--- src/rtl/gps_sample_packer_pkg.sv ---
// Shared constants and types for the GPS sample packer: nibble layout,
// the default FIFO depth and the BYTE_FIRST tag position.
package gps_sample_packer_pkg;

    localparam int NIB_I1 = 3;
    localparam int NIB_I0 = 2;
    localparam int NIB_Q1 = 1;
    localparam int NIB_Q0 = 0;

    localparam int DEFAULT_FIFO_AW = 4;
    localparam int FIRST_TAG_BIT   = 8;
    localparam int ENTRY_W         = 9;

    typedef enum logic {
        PH_HIGH = 1'b0,
        PH_LOW  = 1'b1
    } phase_t;

endpackage

--- src/rtl/gps_sample_packer_sync_fifo.sv ---
// Show-ahead synchronous FIFO with full/empty/level status.
// The pointers carry one extra wrap bit so that full and empty can be told apart.
module sync_fifo #(
    parameter int WIDTH = 9,
    parameter int AW    = 4
) (
    input  logic             clk,
    input  logic             rst,
    input  logic             push,
    input  logic             pop,
    input  logic [WIDTH-1:0] din,
    output logic [WIDTH-1:0] dout,
    output logic             full,
    output logic             empty,
    output logic [AW:0]      level
);

    logic [WIDTH-1:0] mem [0:(1<<AW)-1];
    logic [AW:0]      wr_ptr;
    logic [AW:0]      rd_ptr;
    logic             do_push;
    logic             do_pop;

    assign full    = (wr_ptr[AW] != rd_ptr[AW]) && (wr_ptr[AW-1:0] == rd_ptr[AW-1:0]);
    assign empty   = (wr_ptr == rd_ptr);
    assign level   = wr_ptr - rd_ptr;
    assign do_push = push && !full;
    assign do_pop  = pop && !empty;
    assign dout    = mem[rd_ptr[AW-1:0]];

    always_ff @(posedge clk) begin
        if (do_push) begin
            mem[wr_ptr[AW-1:0]] <= din;
        end
    end

    always_ff @(posedge clk) begin
        if (rst) begin
            wr_ptr <= '0;
            rd_ptr <= '0;
        end else begin
            if (do_push) begin
                wr_ptr <= wr_ptr + 1'b1;
            end
            if (do_pop) begin
                rd_ptr <= rd_ptr + 1'b1;
            end
        end
    end

endmodule

--- src/rtl/gps_sample_packer.sv ---
// Packs pairs of 4-bit GPS I/Q samples into bytes, buffers them in a FIFO
// for the SPI stage, and tracks overflow with a resync tag on the next byte.
module gps_sample_packer
    import gps_sample_packer_pkg::*;
#(
    parameter int FIFO_AW = DEFAULT_FIFO_AW,
    parameter int DROP_W  = 8
) (
    input  logic               MCU_CLK_25_000,
    input  logic               RESET_P,
    input  logic               SAMPLE_STB,
    input  logic               GPS_I0,
    input  logic               GPS_I1,
    input  logic               GPS_Q0,
    input  logic               GPS_Q1,
    output logic [7:0]         BYTE_DATA,
    output logic               BYTE_VALID,
    output logic               BYTE_FIRST,
    input  logic               BYTE_READY,
    output logic [FIFO_AW:0]   FIFO_LEVEL,
    output logic               OVERFLOW,
    output logic [DROP_W-1:0]  DROP_COUNT,
    input  logic               CLR_OVF
);

    phase_t              phase_q;
    phase_t              phase_d;
    logic [3:0]          hold_q;
    logic [3:0]          nibble;
    logic                resync_q;
    logic                push;
    logic                drop;
    logic                fifo_full;
    logic                fifo_empty;
    logic [ENTRY_W-1:0]  fifo_din;
    logic [ENTRY_W-1:0]  fifo_dout;
    logic                ovf_q;
    logic [DROP_W-1:0]   drop_q;

    always_comb begin
        nibble         = '0;
        nibble[NIB_I1] = GPS_I1;
        nibble[NIB_I0] = GPS_I0;
        nibble[NIB_Q1] = GPS_Q1;
        nibble[NIB_Q0] = GPS_Q0;
    end

    always_ff @(posedge MCU_CLK_25_000) begin
        if (RESET_P) begin
            phase_q <= PH_HIGH;
        end else begin
            phase_q <= phase_d;
        end
    end

    always_comb begin
        phase_d = phase_q;
        push    = 1'b0;
        case (phase_q)
            PH_HIGH: if (SAMPLE_STB) phase_d = PH_LOW;
            PH_LOW: begin
                if (SAMPLE_STB) begin
                    push    = 1'b1;
                    phase_d = PH_HIGH;
                end
            end
            default: phase_d = PH_HIGH;
        endcase
    end

    // Full is taken from the pre-pop pointers, so a same-cycle pop never rescues a push.
    assign drop     = push && fifo_full;
    assign fifo_din = {resync_q, hold_q, nibble};

    always_ff @(posedge MCU_CLK_25_000) begin
        if (RESET_P) begin
            hold_q   <= '0;
            resync_q <= 1'b1;
            ovf_q    <= 1'b0;
            drop_q   <= '0;
        end else begin
            if (SAMPLE_STB && phase_q == PH_HIGH) begin
                hold_q <= nibble;
            end
            if (drop) begin
                resync_q <= 1'b1;
            end else if (push) begin
                resync_q <= 1'b0;
            end
            // A drop coinciding with a clear restarts the count at one.
            if (drop) begin
                ovf_q <= 1'b1;
                if (CLR_OVF) begin
                    drop_q <= DROP_W'(1);
                end else if (drop_q != '1) begin
                    drop_q <= drop_q + 1'b1;
                end
            end else if (CLR_OVF) begin
                ovf_q  <= 1'b0;
                drop_q <= '0;
            end
        end
    end

    sync_fifo #(
        .WIDTH (ENTRY_W),
        .AW    (FIFO_AW)
    ) u_fifo (
        .clk   (MCU_CLK_25_000),
        .rst   (RESET_P),
        .push  (push),
        .pop   (BYTE_READY),
        .din   (fifo_din),
        .dout  (fifo_dout),
        .full  (fifo_full),
        .empty (fifo_empty),
        .level (FIFO_LEVEL)
    );

    assign BYTE_VALID = !fifo_empty;
    assign BYTE_DATA  = fifo_empty ? 8'h00 : fifo_dout[7:0];
    assign BYTE_FIRST = fifo_empty ? 1'b0  : fifo_dout[FIRST_TAG_BIT];
    assign OVERFLOW   = ovf_q;
    assign DROP_COUNT = drop_q;

endmodule

--- config.mk ---
export PLATFORM = sky130hd
export DESIGN_NAME = gps_sample_packer
export DESIGN_NICKNAME = d
export VERILOG_FILES = /design/src/rtl/gps_sample_packer_pkg.sv /design/src/rtl/gps_sample_packer_sync_fifo.sv /design/src/rtl/gps_sample_packer.sv
export SDC_FILE = /design/constraint.sdc
export NUM_CORES = 1
export LEC_CHECK = 0
export BUFFER_PORTS_ARGS = -buffer_cell sky130_fd_sc_hd__buf_2
export CAP_MARGIN = 25
export CORE_MARGIN = 4
export CORE_UTILIZATION = 40
export CTS_CLUSTER_SIZE = 16
export DETAILED_ROUTE_END_ITERATION = 7
export MAX_ROUTING_LAYER = met4
export PLACE_DENSITY_LB_ADDON = 0.3
export SLEW_MARGIN = 20
export SYNTH_ARGS = -nofsm -noshare
export SYNTH_HDL_FRONTEND = slang
export SYNTH_SLANG_ARGS = --single-unit
export TNS_END_PERCENT = 10
--- constraint.sdc ---
create_clock -name MCU_CLK_25_000 -period 2.8 [get_ports MCU_CLK_25_000]
set_input_delay 0.14 -clock MCU_CLK_25_000 [delete_from_list [all_inputs] [get_ports MCU_CLK_25_000]]
set_output_delay 0.14 -clock MCU_CLK_25_000 [all_outputs]
set_load 0.02 [all_outputs]
; ---- Yosys cells after proc, flatten, opt, wreduce, memory -nomap -nowiden
; Memories as Yosys holds them, arrays and structs flattened. A register that Yosys moved wholly into a read port is not among the register bits.
; Index checks and enable logic that the tools add are counted.
[totals]
out_inout_bits = 24
word_cells = 44
register_bits = 25
mem_bits_rw = 144
memories = 1
[op_classes]
n_addsub = 4
mux = 16
eq_ne = 4
bitwise = 1
reduce_logical = 11
[memory_table]
columns = name, words, word_bits, rd, rd_ports_with_merged_regs, wr, line
row1 = u_fifo.mem, 16, 9, 1, 1, 1, gps_sample_packer_sync_fifo.sv:18  ; logic [WIDTH-1:0] mem [0:(1<<AW)-1];
[op_table]
columns = operator, n
row1 = $mux W8, 5
row2 = $add A5 B1 Y5 const B, 2
row3 = $add A8 B1 Y8 const B, 1
row4 = $mux W1, 8
row5 = $mux W4, 2
row6 = $ne A8 B8 Y1 const B, 1
row7 = $eq A5 B5 Y1, 1
row8 = $logic_and A1 B1 Y1, 5
row9 = $sub A5 B5 Y5, 1
row10 = $eq A4 B4 Y1, 1
row11 = $reduce_bool A2 Y1, 2
row12 = $logic_not A1 Y1, 2
row13 = $pmux W1 S2, 1
row14 = $reduce_and A2 Y1, 1
row15 = $reduce_or A2 Y1, 1
row16 = $ne A1 B1 Y1, 1
row17 = $not A1 Y1, 1

; ---- Logic depth before layout (Yosys ltp)
[depth]
word_depth = 6
ltp_mapped = 8

; ---- Hierarchy
; From an unflattened synthesis, not the netlist that was laid out.
[hier_totals]
hier_cells = 416
area_unflattened_um2 = 7046.8
[by_module_without_submodules]
columns = module, seq_area_each_um2, area_per_inst_um2, n_inst, cells_each
row1 = sync_fifo, 4604.4, 6268.5, 1, 328
row2 = gps_sample_packer, 300.3, 778.2, 1, 88

; ---- Worst setup path before layout
; No wires, ideal clock.
[synth_timing]
path_type = reg-to-reg
startpoint = reg u_fifo.wr_ptr[0]
endpoint = mem u_fifo.mem[0][0], enable pin
period_less_slack_ns = 2.678
t_arrival_ns = 2.291
n_path_buf = 1
setup_time_ns = 0.387
slack_ns = 0.122
path_stages_with_launch = 8
required_ns = 2.413
path_cell_list = dfxtp_1 inv_1 ha_1 and4_1 clkbuf_8 a21oi_1 nand2_1 nor3_1
[synth_between]
elab_chain_len = 6
[synth_rtl]
columns = item, line
row1 = start: declaration, gps_sample_packer_sync_fifo.sv:19  ; logic [AW:0] wr_ptr;
row2 = start signal: assignment, gps_sample_packer_sync_fifo.sv:43  ; wr_ptr <= wr_ptr + 1'b1;
row3 = $eq A4 B4 Y1, gps_sample_packer_sync_fifo.sv:24  ; assign full = (wr_ptr[AW] != rd_ptr[AW]) && (wr_ptr[AW-1:0] == rd_ptr[AW-1:0]);
row4 = $logic_and A1 B1 Y1, gps_sample_packer_sync_fifo.sv:24
row5 = $logic_not A1 Y1, gps_sample_packer_sync_fifo.sv:27  ; assign do_push = push && !full;
row6 = $logic_and A1 B1 Y1, gps_sample_packer_sync_fifo.sv:27
row7 = $mux W1, gps_sample_packer_sync_fifo.sv:32  ; if (do_push) begin
row8 = $mux W1 (implied by the code), gps_sample_packer_sync_fifo.sv:33  ; mem[wr_ptr[AW-1:0]] <= din;
row9 = end: declaration, gps_sample_packer_sync_fifo.sv:18
; Several ways; a longest one is shown, not always the timed one.

; ---- Final worst setup path
[layout_timing]
startpoint = reg u_fifo.rd_ptr[2]
endpoint = out BYTE_DATA[5]
[layout_between]
elab_chain_len = 2
[layout_rtl]
columns = item, line
row1 = start: declaration, gps_sample_packer_sync_fifo.sv:20  ; logic [AW:0] rd_ptr;
row2 = start signal: assignment, gps_sample_packer_sync_fifo.sv:46  ; rd_ptr <= rd_ptr + 1'b1;
row3 = $eq A5 B5 Y1, gps_sample_packer_sync_fifo.sv:25  ; assign empty = (wr_ptr == rd_ptr);
row4 = $mux W8, gps_sample_packer.sv:121  ; assign BYTE_DATA = fifo_empty ? 8'h00 : fifo_dout[7:0];
row5 = end: declaration, gps_sample_packer.sv:16  ; output logic [7:0] BYTE_DATA,
; Every way passes these cells.

==> results.toml <==
[pwr]
p_int_w = 0.00432
vdd_ir_drop_max_uv = 538
power_density_mw_per_mm2 = 681
p_switching_w = 0.00124
seqPwrFrac = 0.511
combPwrFrac = 0.082
netSwitchingFraction = 0.223
p_leak_nw = 2.68
clockPowerShare = 0.407

[cts]
cts_buffers = 17
cts_buffer_depth = 2
post-cts-setup-buffers = 0
clock_tree.htree_level_count = 4
cts-root-buf = "clkbuf_16"
clk_pin_slew_ns = 0.06
cts_tree = "built"
clock_sinks = 173
clkLatencyLatePin_ns = 0.42

[global_route]
grt_usage = 0.154
first_global_vias = 3950
antenna_found_initial = 0
grt_overflow = 0
grt_pass1_wl_um = 22100
grt_max_degree = 37

[logic_synthesis]
ys_seq_area_frac = 0.695
synth_enable_flop_cells = 144
async_reset_ff_frac = 0
synth_area_mm2 = 0.00705
synth-seq-cells = 173
yosysTopAreaCell = "edfxtp_1"
yosys-top-cells-count = "edfxtp_1, mux4_2, dfxtp_1, nor2_1, a21oi_1"
avgSynthCellArea_um2 = 17.2
synth_ff_type = "edfxtp_1"
netlist_instances = 411
synth.net_count = 433
yosys-top-cells-area = "edfxtp_1, mux4_2, dfxtp_1"
netlist.area_leader.share = 0.613
yosysMostFrequentCell = "edfxtp_1"
synth_cell_types = 45
ys_warn_count = 0

[sta]
fmax_ghz = 0.377
rsz0062_at_grt = "no"
slew_headroom = 0.348
fin_tns_setup_ns = 0
period_needed_ns = 2.65
setup_violations = 0
final.setup_skew_ns = 0.00418
fin_ws_ns = 0.149
fin_crit_sh = 0.947
drv_slew = 0
tightest_slew_ns = 0.974
hold_violations = 0

[min_path]
min_path_type = "input pin to register"

[placed_design]
io_buffers = 32
pre_cts_ws_ns = 0.371
dp.cells = 670
hpwlAfterDp_um = 8810
gp_congestion = 0.809
dpl_cell_area_mm2 = 0.00758

[layout]
final_cell_count_no_fill = 703
fill_cells = 1506
nets = 487
final_area_mm2 = 0.00817
diodes = 0
drive_above_1_share = 0.282
area_growth_pct = 15.8
post-route-util = 0.472

[floorplan]
die_y_um = 141
core.rowCount = 48
die_w_um = 141
die-area_mm2 = 0.0198
initial_utilization = 0.408
core_mm2 = 0.0173
boundaryPins = 33

[critical_path]
worstPathCellList = "inv_1 > ha_1 > and4_1 > buf_4 > nand2_2 > o21ai_0 > a21oi_1 > buf_2"
critPathArrivalTime_ns = 2.51
path_buf_inv = 3
slowest_delay_ns = 0.36
critical_path_class = "register to output port"
crit_required_ns = 2.66
cp-start-kind = "register"
crit_path_max_fanout = 11
regToRegSetupSlack_ns = 0.39
setup.worst_path.end_class = "output port"
crit_slowest_cell = "ha_1"
crit_family = "buffers and inverters"

[drt]
vias_per_cell = 5.39
routedWlPerCell_um = 19.8
vias = 3786
antenna_left = 0
firstDrtPassIters = 4
routed_wl_um = 13900
drc = 0
drtIter0Drc = 219

[run]
drv_cap = 0

[run_status]
status = "finished, final reports clean"
-- worst min-delay path: stages --
cell and delay (ns):
buf_2 0.09, ha_1 0.12, nor2_1 0.04
-- path summary, 6_finish.rpt --
check	from	to	cells after the start
max	u_fifo.rd_ptr[2]	BYTE_DATA[5]	8
max reg2reg	u_fifo.rd_ptr[2]	u_fifo.mem[0][6]	7
min reg2reg	OVERFLOW	OVERFLOW	2
min	SAMPLE_STB	phase_q	3
-- flip-flops by register name, indices dropped and copies added, names as in the netlist, named ones only --
register and cells:
hold_q 4, u_fifo.mem 144, u_fifo.wr_ptr 5, DROP_COUNT 8
phase_q 1, u_fifo.rd_ptr 5, OVERFLOW 1, resync_q 1
-- through the flow --
step / total power, W / hold WS, ns
2_1_floorplan: 0.00320 / 0.219
3_3_place_gp: 0.00335 / 0.389
3_5_place_dp: 0.00336 / 0.403
4_1_cts: 0.00562 / 0.00653
5_1_grt: 0.00578 / 0.0143
6_report: 0.00557 / 0.0248
-- logic make-up after synthesis --
kind of cell,after synthesis,synth area share
flip-flops,173,0.695
AND/OR/NAND/NOR,71,0.0506
multiplexers,59,0.149
AO/OA/AOI/OAI,51,0.0433
buffers and inverters,32,0.0215
adder cells (fa/ha/maj),13,0.0241
XOR/XNOR,12,0.0160
-- layout make-up --
class	instances	area (um2)	share of cell area
Clock buffer	19	433	0.0530
Clock inverter	13	139	0.0170
Tap cell	225	282	0.0345
Inverter	12	45.0	0.00551
Multi-Input combinational cell	206	2000	0.245
Timing Repair Buffer	55	360	0.0441
Sequential cell	173	4910	0.601
-- layer usage --
metal  wire, um  part of all wire  GRT usage  vias up
met3        439             0.032     0.0339       16
met5          0                 0          -        -
li1           -                 -          -     1731
met1       6460              0.46      0.203     1954
met2       6820              0.49      0.240       85
met4        213             0.015     0.0490        0
-- power by group through the flow --
stage	clock, W	sequential [W]	combinational [W]
final	0.00226	0.00284	0.000457
after global routing	0.00244	0.00285	0.000495
after CTS	0.00231	0.00285	0.000464
after detailed placement	0	0.00290	0.000457
after global placement	0	0.00290	0.000453
after floorplan	0	0.00289	0.000317
-- layout by cell type, fill, tap and decap left out, types with 5 or more instances in the layout --
cell | netlist | layout
inv_1 | 12 | 12
nand3_1 | 5 | 5
buf_2 | 8 | 32
nor2_1 | 29 | 29
buf_4 | 1 | 20
o21ai_0 | 13 | 13
nor3_1 | 6 | 6
nand2_1 | 11 | 10
clkbuf_16 | 0 | 17
mux4_2 | 36 | 36
a21oi_1 | 20 | 19
dfxtp_1 | 29 | 27
edfxtp_1 | 144 | 144
mux2i_1 | 14 | 14
ha_1 | 12 | 12
xnor2_1 | 9 | 9
mux2_2 | 9 | 9
-- repair_timing --
item | in CTS | in global routing
setup endpoints to repair | 2 | 2
hold buffers | 1 | 0
endpoints found under the hold margin | 2 | 0
gates resized for setup | 1 | 2
Power figures use the tool's default switching activity.
